### src/rtl/mips_pkg.sv
// Shared types for the multiply/divide unit: operation encodings and controller states.
package mips_pkg;

    typedef enum logic [2:0] {
        OP_MULT  = 3'b000,
        OP_MULTU = 3'b001,
        OP_DIV   = 3'b010,
        OP_DIVU  = 3'b011,
        OP_MTHI  = 3'b100,
        OP_MTLO  = 3'b101
    } mdop_t;

    typedef enum logic [1:0] {
        IDLE  = 2'd0,
        RUN   = 2'd1,
        FIXUP = 2'd2
    } mdu_state_t;

endpackage

### src/rtl/mdu_step.sv
// One iteration of the iterative datapath: shift-add multiply or restoring shift-subtract divide.
module mdu_step #(
    parameter int unsigned WIDTH = 32
) (
    input  logic               is_div,
    input  logic [2*WIDTH-1:0] acc,
    input  logic [WIDTH-1:0]   opnd,
    output logic [2*WIDTH-1:0] res_c
);

    logic [WIDTH:0] sum;
    logic [WIDTH:0] rem;
    logic [WIDTH:0] diff;

    // Multiply keeps the multiplier in the low half; divide keeps the partial remainder in the high half.
    always_comb begin
        sum  = {1'b0, acc[2*WIDTH-1:WIDTH]} + (acc[0] ? {1'b0, opnd} : (WIDTH+1)'(0));
        rem  = acc[2*WIDTH-1:WIDTH-1];
        diff = rem - {1'b0, opnd};
        if (is_div) begin
            if (diff[WIDTH]) begin
                res_c = {rem[WIDTH-1:0], acc[WIDTH-2:0], 1'b0};
            end else begin
                res_c = {diff[WIDTH-1:0], acc[WIDTH-2:0], 1'b1};
            end
        end else begin
            res_c = {sum, acc[WIDTH-1:1]};
        end
    end

endmodule

### src/rtl/mdu.sv
// Multi-cycle multiply/divide unit with architectural HI/LO registers.
module mdu
    import mips_pkg::*;
#(
    parameter int unsigned WIDTH = 32
) (
    input  logic             clk,
    input  logic             reset_n,
    input  logic             start,
    input  logic [2:0]       op,
    input  logic [WIDTH-1:0] a,
    input  logic [WIDTH-1:0] b,
    input  logic             flush,
    output logic             busy,
    output logic             done,
    output logic [WIDTH-1:0] hi,
    output logic [WIDTH-1:0] lo
);

    localparam int unsigned CW = $clog2(WIDTH + 1);
    localparam int unsigned AW = 2 * WIDTH;

    mdu_state_t       state;
    mdu_state_t       state_nxt;
    logic [CW-1:0]    counter;
    logic [AW-1:0]    acc;
    logic [AW-1:0]    step_c;
    logic [WIDTH-1:0] opnd;
    logic             neg_q;
    logic             neg_r;
    logic             is_div;

    logic             accept_c;
    logic             last_c;
    logic             signed_op_c;
    logic             sign_a_c;
    logic             sign_b_c;
    logic [WIDTH-1:0] mag_a_c;
    logic [WIDTH-1:0] mag_b_c;
    logic [AW-1:0]    prod_c;
    logic [WIDTH-1:0] quot_c;
    logic [WIDTH-1:0] rem_c;

    mdu_step #(.WIDTH(WIDTH)) u_step (
        .is_div (is_div),
        .acc    (acc),
        .opnd   (opnd),
        .res_c  (step_c)
    );

    // Operand magnitudes and final sign correction.
    always_comb begin
        signed_op_c = ~op[0];
        sign_a_c    = signed_op_c & a[WIDTH-1];
        sign_b_c    = signed_op_c & b[WIDTH-1];
        mag_a_c     = sign_a_c ? (WIDTH'(0) - a) : a;
        mag_b_c     = sign_b_c ? (WIDTH'(0) - b) : b;
        prod_c      = neg_q ? (AW'(0) - acc) : acc;
        quot_c      = neg_q ? (WIDTH'(0) - acc[WIDTH-1:0]) : acc[WIDTH-1:0];
        rem_c       = neg_r ? (WIDTH'(0) - acc[AW-1:WIDTH]) : acc[AW-1:WIDTH];
    end

    always_ff @(posedge clk or negedge reset_n) begin
        if (!reset_n) begin
            state <= IDLE;
        end else begin
            state <= state_nxt;
        end
    end

    always_comb begin
        state_nxt = state;
        accept_c  = 1'b0;
        last_c    = (counter == CW'(WIDTH - 1));
        unique case (state)
            IDLE: begin
                if (start && !flush && !op[2]) begin
                    accept_c  = 1'b1;
                    state_nxt = RUN;
                end
            end
            RUN: begin
                if (flush) begin
                    state_nxt = IDLE;
                end else if (last_c) begin
                    state_nxt = FIXUP;
                end
            end
            FIXUP:   state_nxt = IDLE;
            default: state_nxt = IDLE;
        endcase
    end

    always_ff @(posedge clk or negedge reset_n) begin
        if (!reset_n) begin
            counter <= '0;
            acc     <= '0;
            opnd    <= '0;
            neg_q   <= 1'b0;
            neg_r   <= 1'b0;
            is_div  <= 1'b0;
            hi      <= '0;
            lo      <= '0;
            busy    <= 1'b0;
            done    <= 1'b0;
        end else begin
            busy <= (state_nxt != IDLE);
            done <= 1'b0;
            if (accept_c) begin
                counter <= '0;
                is_div  <= op[1];
                neg_r   <= sign_a_c;
                // A zero divisor yields an all-ones quotient that must not be sign-corrected.
                neg_q   <= (sign_a_c ^ sign_b_c) & (!op[1] || (b != '0));
                acc     <= op[1] ? {WIDTH'(0), mag_a_c} : {WIDTH'(0), mag_b_c};
                opnd    <= op[1] ? mag_b_c : mag_a_c;
            end else if (state == RUN && !flush) begin
                acc     <= step_c;
                counter <= counter + CW'(1);
            end
            if (state == IDLE && start && !flush) begin
                if (op == OP_MTHI) hi <= a;
                if (op == OP_MTLO) lo <= a;
            end
            if (state == FIXUP && !flush) begin
                done <= 1'b1;
                if (is_div) begin
                    hi <= rem_c;
                    lo <= quot_c;
                end else begin
                    hi <= prod_c[AW-1:WIDTH];
                    lo <= prod_c[WIDTH-1:0];
                end
            end
        end
    end

endmodule

### config.mk
export PLATFORM = sky130hd
export DESIGN_NAME = mdu
export DESIGN_NICKNAME = d
export VERILOG_FILES = /design/src/rtl/mips_pkg.sv /design/src/rtl/mdu_step.sv /design/src/rtl/mdu.sv
export SDC_FILE = /design/constraint.sdc
export NUM_CORES = 1
export LEC_CHECK = 0
export CORE_UTILIZATION = 29
export CTS_CLUSTER_SIZE = 40
export DETAILED_ROUTE_END_ITERATION = 16
export HOLD_SLACK_MARGIN = 0.03
export REMOVE_ABC_BUFFERS = 1
export SYNTH_ARGS = -nofsm -noshare
export SYNTH_HDL_FRONTEND = slang
export SYNTH_SLANG_ARGS = --single-unit
### constraint.sdc
create_clock -name clk -period 8.9 [get_ports clk]
set_input_delay 1.78 -clock clk [delete_from_list [all_inputs] [get_ports clk]]
set_output_delay 1.78 -clock clk [all_outputs]
set_load 0.02 [all_outputs]
# == Word level (Yosys, flattened, before mapping) ==
# Cells that the tools add are included.
# classes
addsub,8
mul,0
div_mod_pow,0
n_lt_le_gt_ge,0
n_eq_ne,5
n_shift,0
n_mux,29
bitwise_logic,5
n_reduce_logical,19
# op_table
cell,n
32-bit 2-to-1 mux,15
64-bit 2-to-1 mux,5
1-bit by 32-bit subtractor with 32-bit output (first input constant),4
1-bit by 64-bit subtractor with 64-bit output (first input constant),1
32-bit by 33-bit adder with 33-bit output,1
33-bit by 32-bit subtractor with 33-bit output,1
32-bit nonzero test,1
6-bit 2-to-1 mux,2
2-bit nonzero test,5
6-bit by 1-bit adder with 6-bit output (second input constant),1
3-bit equality test (second input constant),2
6-bit by 5-bit equality test with 1-bit output (second input constant),1
1-bit logical AND,6
2-bit 2-to-1 mux,3
2-bit one-hot mux with 2 select lines,1
2-bit AND reduction,2
1-bit AND,3
1-bit logical NOT,3
1-bit 2-to-1 mux,3
2-bit by 1-bit equality test with 1-bit output (second input constant),1
2-bit equality test (second input constant),1
2-bit logical NOT,1
1-bit logical OR,1
1-bit NOT,1
1-bit bitwise XOR,1
# totals
reg_bits,173
latchBits,0
ram_bits,0
romBits,0
inputBits,71
out_inout_bits,66
wordCells,77
memories,0

# == Longest topological paths before layout ==
# logic_depth
ltp_word,6
depth_mapped,14
mapped_depth_nobuf,13

# == By module ==
# From an unflattened synthesis, not the netlist that was laid out.
# unflattened
cells_unflattened,1949
area_unflattened_um2,15651.3
# by_module_without_submodules
module,instances,cells_per_inst,area_each_um2,seq_area_each_um2
mdu,1,1285,11070.6,4329.2
mdu_step,1,664,4580.6,0.0

# == Least setup slack after synthesis ==
# Ideal clock, no wire load.
# synth_path
path_type,input-to-reg
start,input port b[9]
end,register opnd[25]
setup_time_ps,118
t_arrival_ps,3717
required_ps,8782
slack_ps,5065
path_stages,9
n_path_buf,0
path_cell_list,or4_1 nor4_2 nand2_1 nor2_1 and2_1 a21oi_1 xor2_1 o21ba_2 a21o_1
# synth_between
elab_chain_len,3
# synth_lines
item,line_no,source
start: declaration,mdu.sv:12,"input logic [WIDTH-1:0] b,"
1-bit by 32-bit subtractor with 32-bit output,mdu.sv:57,mag_b_c = sign_b_c ? (WIDTH'(0) - b) : b;
32-bit 2-to-1 mux,mdu.sv:57,
32-bit 2-to-1 mux,mdu.sv:116,opnd <= op[1] ? mag_b_c : mag_a_c;
end signal: assignment,mdu.sv:116,
end: declaration,mdu.sv:28,logic [WIDTH-1:0] opnd;
# No other way between the ends.
# A chain may end at the register's enable or synchronous reset.

# == Worst setup path in the final report ==
# layout_path
start,input port flush
end,register acc[61]
# layout_between
elab_chain_len,6
elab_cells_between_ends,8
cone_classes,3 x mux; 5 x reduce/logical
# layout_lines
item,line_no,source
start: declaration,mdu.sv:13,"input logic flush,"
1-bit logical NOT *,"mdu.sv:77, mdu.sv:117",
1-bit logical AND (2 in a row),mdu.sv:77,if (start && !flush && !op[2]) begin
1-bit 2-to-1 mux,mdu.sv:77,
1-bit 2-to-1 mux,mdu.sv:75,unique case (state)
64-bit 2-to-1 mux / 2-bit nonzero test (equally long branches),--,
end signal: assignment,mdu.sv:115,"acc <= op[1] ? {WIDTH'(0), mag_a_c} : {WIDTH'(0), mag_b_c};"
end signal: assignment,mdu.sv:118,acc <= step_c;
end: declaration,mdu.sv:26,logic [AW-1:0] acc;
# Every way passes the cells marked *; elsewhere a longest branch is shown, timed or not.

==> summary.txt <==
Route
  – Post-Route WL: 55.8 mm
  – Starting DRC count in detailed routing: 1469
  – Wirelength per Cell: just over 20 um
  – Via Count: between 15k and 20k
  – Routed vias/inst: 5.59
  – First-pass DRT Iterations: 6
  – DRC viols: 0
  – Antenna-violating nets left: 0

Final layout
  – Commonest non-fill, non-tap cells in the layout: 244 x nand2_1, 207 x o21ai_0, 172 x dfrtp_1
  – Nets@finish: 2172
  – Area delta synth->final: 16.5%
  – Commonest non-fill, non-tap cell in the layout: nand2_1
  – Layout cells sized above 1: 5.34%

Setup path
  – CP required: 9260 ps
  – CP endpoint kind: flop
  – Worst Setup Start Kind: primary input
  – WS Path Type: primary input to flop
  – FF-to-FF path depth: 13
  – Max FO, Critical Path: 54
  – Cells along the critical path: clkdlybuf4s50_1 > nor4b_1 > nor2b_4 > buf_4 > nor2_1 > buf_4 > nand2_1 > o21ai_0 > a211o_1 > a31o_2
  – Most used cell, CP: buf_4
  – RR Endpoint: acc[61]$_DFFE_PN0P_
  – CP max stage cell: nor4b_1
  – Worst r2r src: acc[0]$_DFFE_PN0P_
  – Critical path arrival: 4910 ps
  – Setup slack, reg-to-reg: 4880 ps
  – Largest stage delay, worst path: 620 ps

Clocking
  – Clock root cell: clkbuf_16
  – # H-tree levels: 4
  – TritonCTS buffer count: 17
  – Post-CTS Setup Inserts: 0
  – Clock tree buffer depth: 2
  – Worst-path clk slew: around 80 ps
  – Latest clock arrival within the worst-skew pair: 470 ps
  – Post_cts resized: 0
  – Clk sinks: 173
  – Cts hold-fix bufs: 0
  – CTS tree: yes

Yosys
  – Syn_area_per_cell: 7.82 um^2
  – Post-synth EDFFs: 0
  – Synthesis Warnings: 0
  – Post-Syn Instances: 1980
  – Seq/Total Area, Yosys: ~28%
  – FF+latch count, synth: roughly 170
  – Share of flip-flops with an asynchronous set or reset: 100%
  – Main synth FF type: dfrtp_1
  – Unique masters post-synth: 87
  – Synth Cell Area: approximately 15000 um^2

Min path
  – Critical hold path startpoint: opnd[7]$_DFFE_PN0P_
  – WHS Endpoint: opnd[7]$_DFFE_PN0P_
  – Worst Hold Depth: 2
  – HP Class: flop to flop

STA
  – Max-Slew Margin vs Limit: 17.7%
  – Final min period: 4560 ps
  – Clock Skew: 15.5 ps
  – Max-slew violation count: 0
  – Worst-Margin Slew: 1230 ps
  – Max Fclk: about 0.22 GHz
  – RSZ-0062 raised after global routing: false
  – Final setup vio count: 0
  – Setup_tns: 0 ps
  – Hold Vio Cnt, Final: 0
  – Period utilization: 51.2%

Global routing
  – Largest net degree at the start of global routing: 104
  – All-Layer GR Usage: 20.7%
  – First-pass GRT wire length: approximately 87 mm
  – Vias in the first global route: 14.7k
  – Initial antenna violation count: 0
  – Remaining global-route overflow: 0

Placement
  – Hpwl dp: around 42 mm
  – Routability cong.: 0.933
  – Port Buffer Count: 136

Floorplan
  – Core Area: 52700 um^2
  – Die area: 54300 um^2
  – Starting Density: 29.4%
  – Die Y: ~230 um
  – Die width: roughly 230 um
  – # rows: 84
  – IO Pins: about 140

Outcome
  – Status: completed

Run
  – Number of max-cap violations: 0

Pwr
  – P per Cell Area: 297 nW/um^2
  – Maximum vdd drop: between 150 and 200 uV
  – Pwr Total: 0.00535 W
  – Lkg Pwr: 7.56 nW
## state kept, by name, summed over array words and instances, names as in the netlist
signal	cells
acc	64
done	1
neg_q	1
lo	32
counter	6
opnd	32
is_div	1
hi	32
busy	1
state	2
neg_r	1
## power by group
| group | internal (W) | switching (W) |
|---|---|---|
| logic | 0.00125 | 0.00184 |
| clock network | 0.000484 | 0.000375 |
| registers | 0.00100 | 0.000404 |
## layer usage
metal | global-route usage, % | vias to the layer above | part of all wire (%)
li1 | - | 7225 | -
met1 | 28.6 | 7465 | 46
met2 | 32.6 | 517 | 45
met3 | 3.83 | 72 | 6.1
met4 | 5.84 | 0 | 2.4
met5 | 0 | - | 0
## worst max-delay path by stage
stage	startpoint	end	cells after the start
3_3_place_gp	flush	acc[61]$_DFFE_PN0P_	10
2_1_floorplan	flush	hi[0]$_DFFE_PN0P_	2
4_1_cts	flush	acc[61]$_DFFE_PN0P_	10
3_5_place_dp	flush	acc[61]$_DFFE_PN0P_	10
6_report	flush	acc[61]$_DFFE_PN0P_	10
5_1_grt	flush	acc[61]$_DFFE_PN0P_	10
## cell usage after synthesis (12+ instances only)
cell type  number  share of area (%)
nand2_1       245                5.9
o21ai_0       207                6.7
dfrtp_1       173                 28
a21oi_1       159                5.1
nor2_1        144                3.5
clkbuf_1      103                2.5
mux2i_1       101                6.5
xnor2_1        87                4.9
xor2_1         79                4.5
inv_1          74                1.8
ha_1           69                5.6
nand3_1        51                1.6
nor3_1         37                1.2
o221ai_1       31                1.8
o211ai_1       27                1.3
a31oi_1        26                1.0
a21o_1         24                1.2
nor2b_1        21               0.85
nand2b_1       19               0.77
a211oi_1       18               0.87
nand4_1        18               0.73
nor4_1         18               0.73
or3_1          18               0.73
o31ai_1        16               0.78
and2_1         13               0.52
and3_1         13               0.52
o21ai_1        13               0.42
buf_1          12               0.29
## cell families (layout without fill, tap and decap cells)
logic type | after synthesis | count (layout) | synth area share [%]
simple gates | 653 | 653 | 20.5
compound gates | 607 | 607 | 24.1
flops | 173 | 173 | 27.9
fa+ha+maj | 71 | 71 | 5.83
buf+inv | 199 | 261 | 4.95
xor+xnor | 167 | 167 | 9.49
mux | 110 | 110 | 7.18
other cells | 0 | 1 | 0
## metrics by stage
| stage | instance area, um^2 | hold slack [ps] | std cells | utilization (%) | setup slack [ps] |
|---|---|---|---|---|---|
| after floorplan | 15000 | 447 | 1856 | - | 127 |
| after global placement | 17400 | 468 | 2699 | 33.1 | 3960 |
| after detailed placement | 17400 | 471 | 2699 | 33.1 | 3890 |
| after CTS | 18000 | 488 | 2730 | 34.3 | 4340 |
| after global routing | 18000 | 503 | 2730 | 34.3 | 4090 |
| final | 18000 | 487 | 2731 | 34.3 | 4340 |
## worst max-delay path, delay by kind of cell
kind	cells	cell delay, ps
AO/OA/AOI/OAI	3	580
buffers and inverters	3	1230
AND/OR/NAND/NOR	4	1310
## area by class of cell
class,count,area (um^2)
diodes,1,2.50
clock buffers,18,439
clock inverters,13,200
fillers,5493,34600
inverters,75,282
multi-input cells,1608,10400
flip-flops and latches,173,4330
well taps,688,861
repair buffers,155,1500
Power figures use the tool's default switching activity.
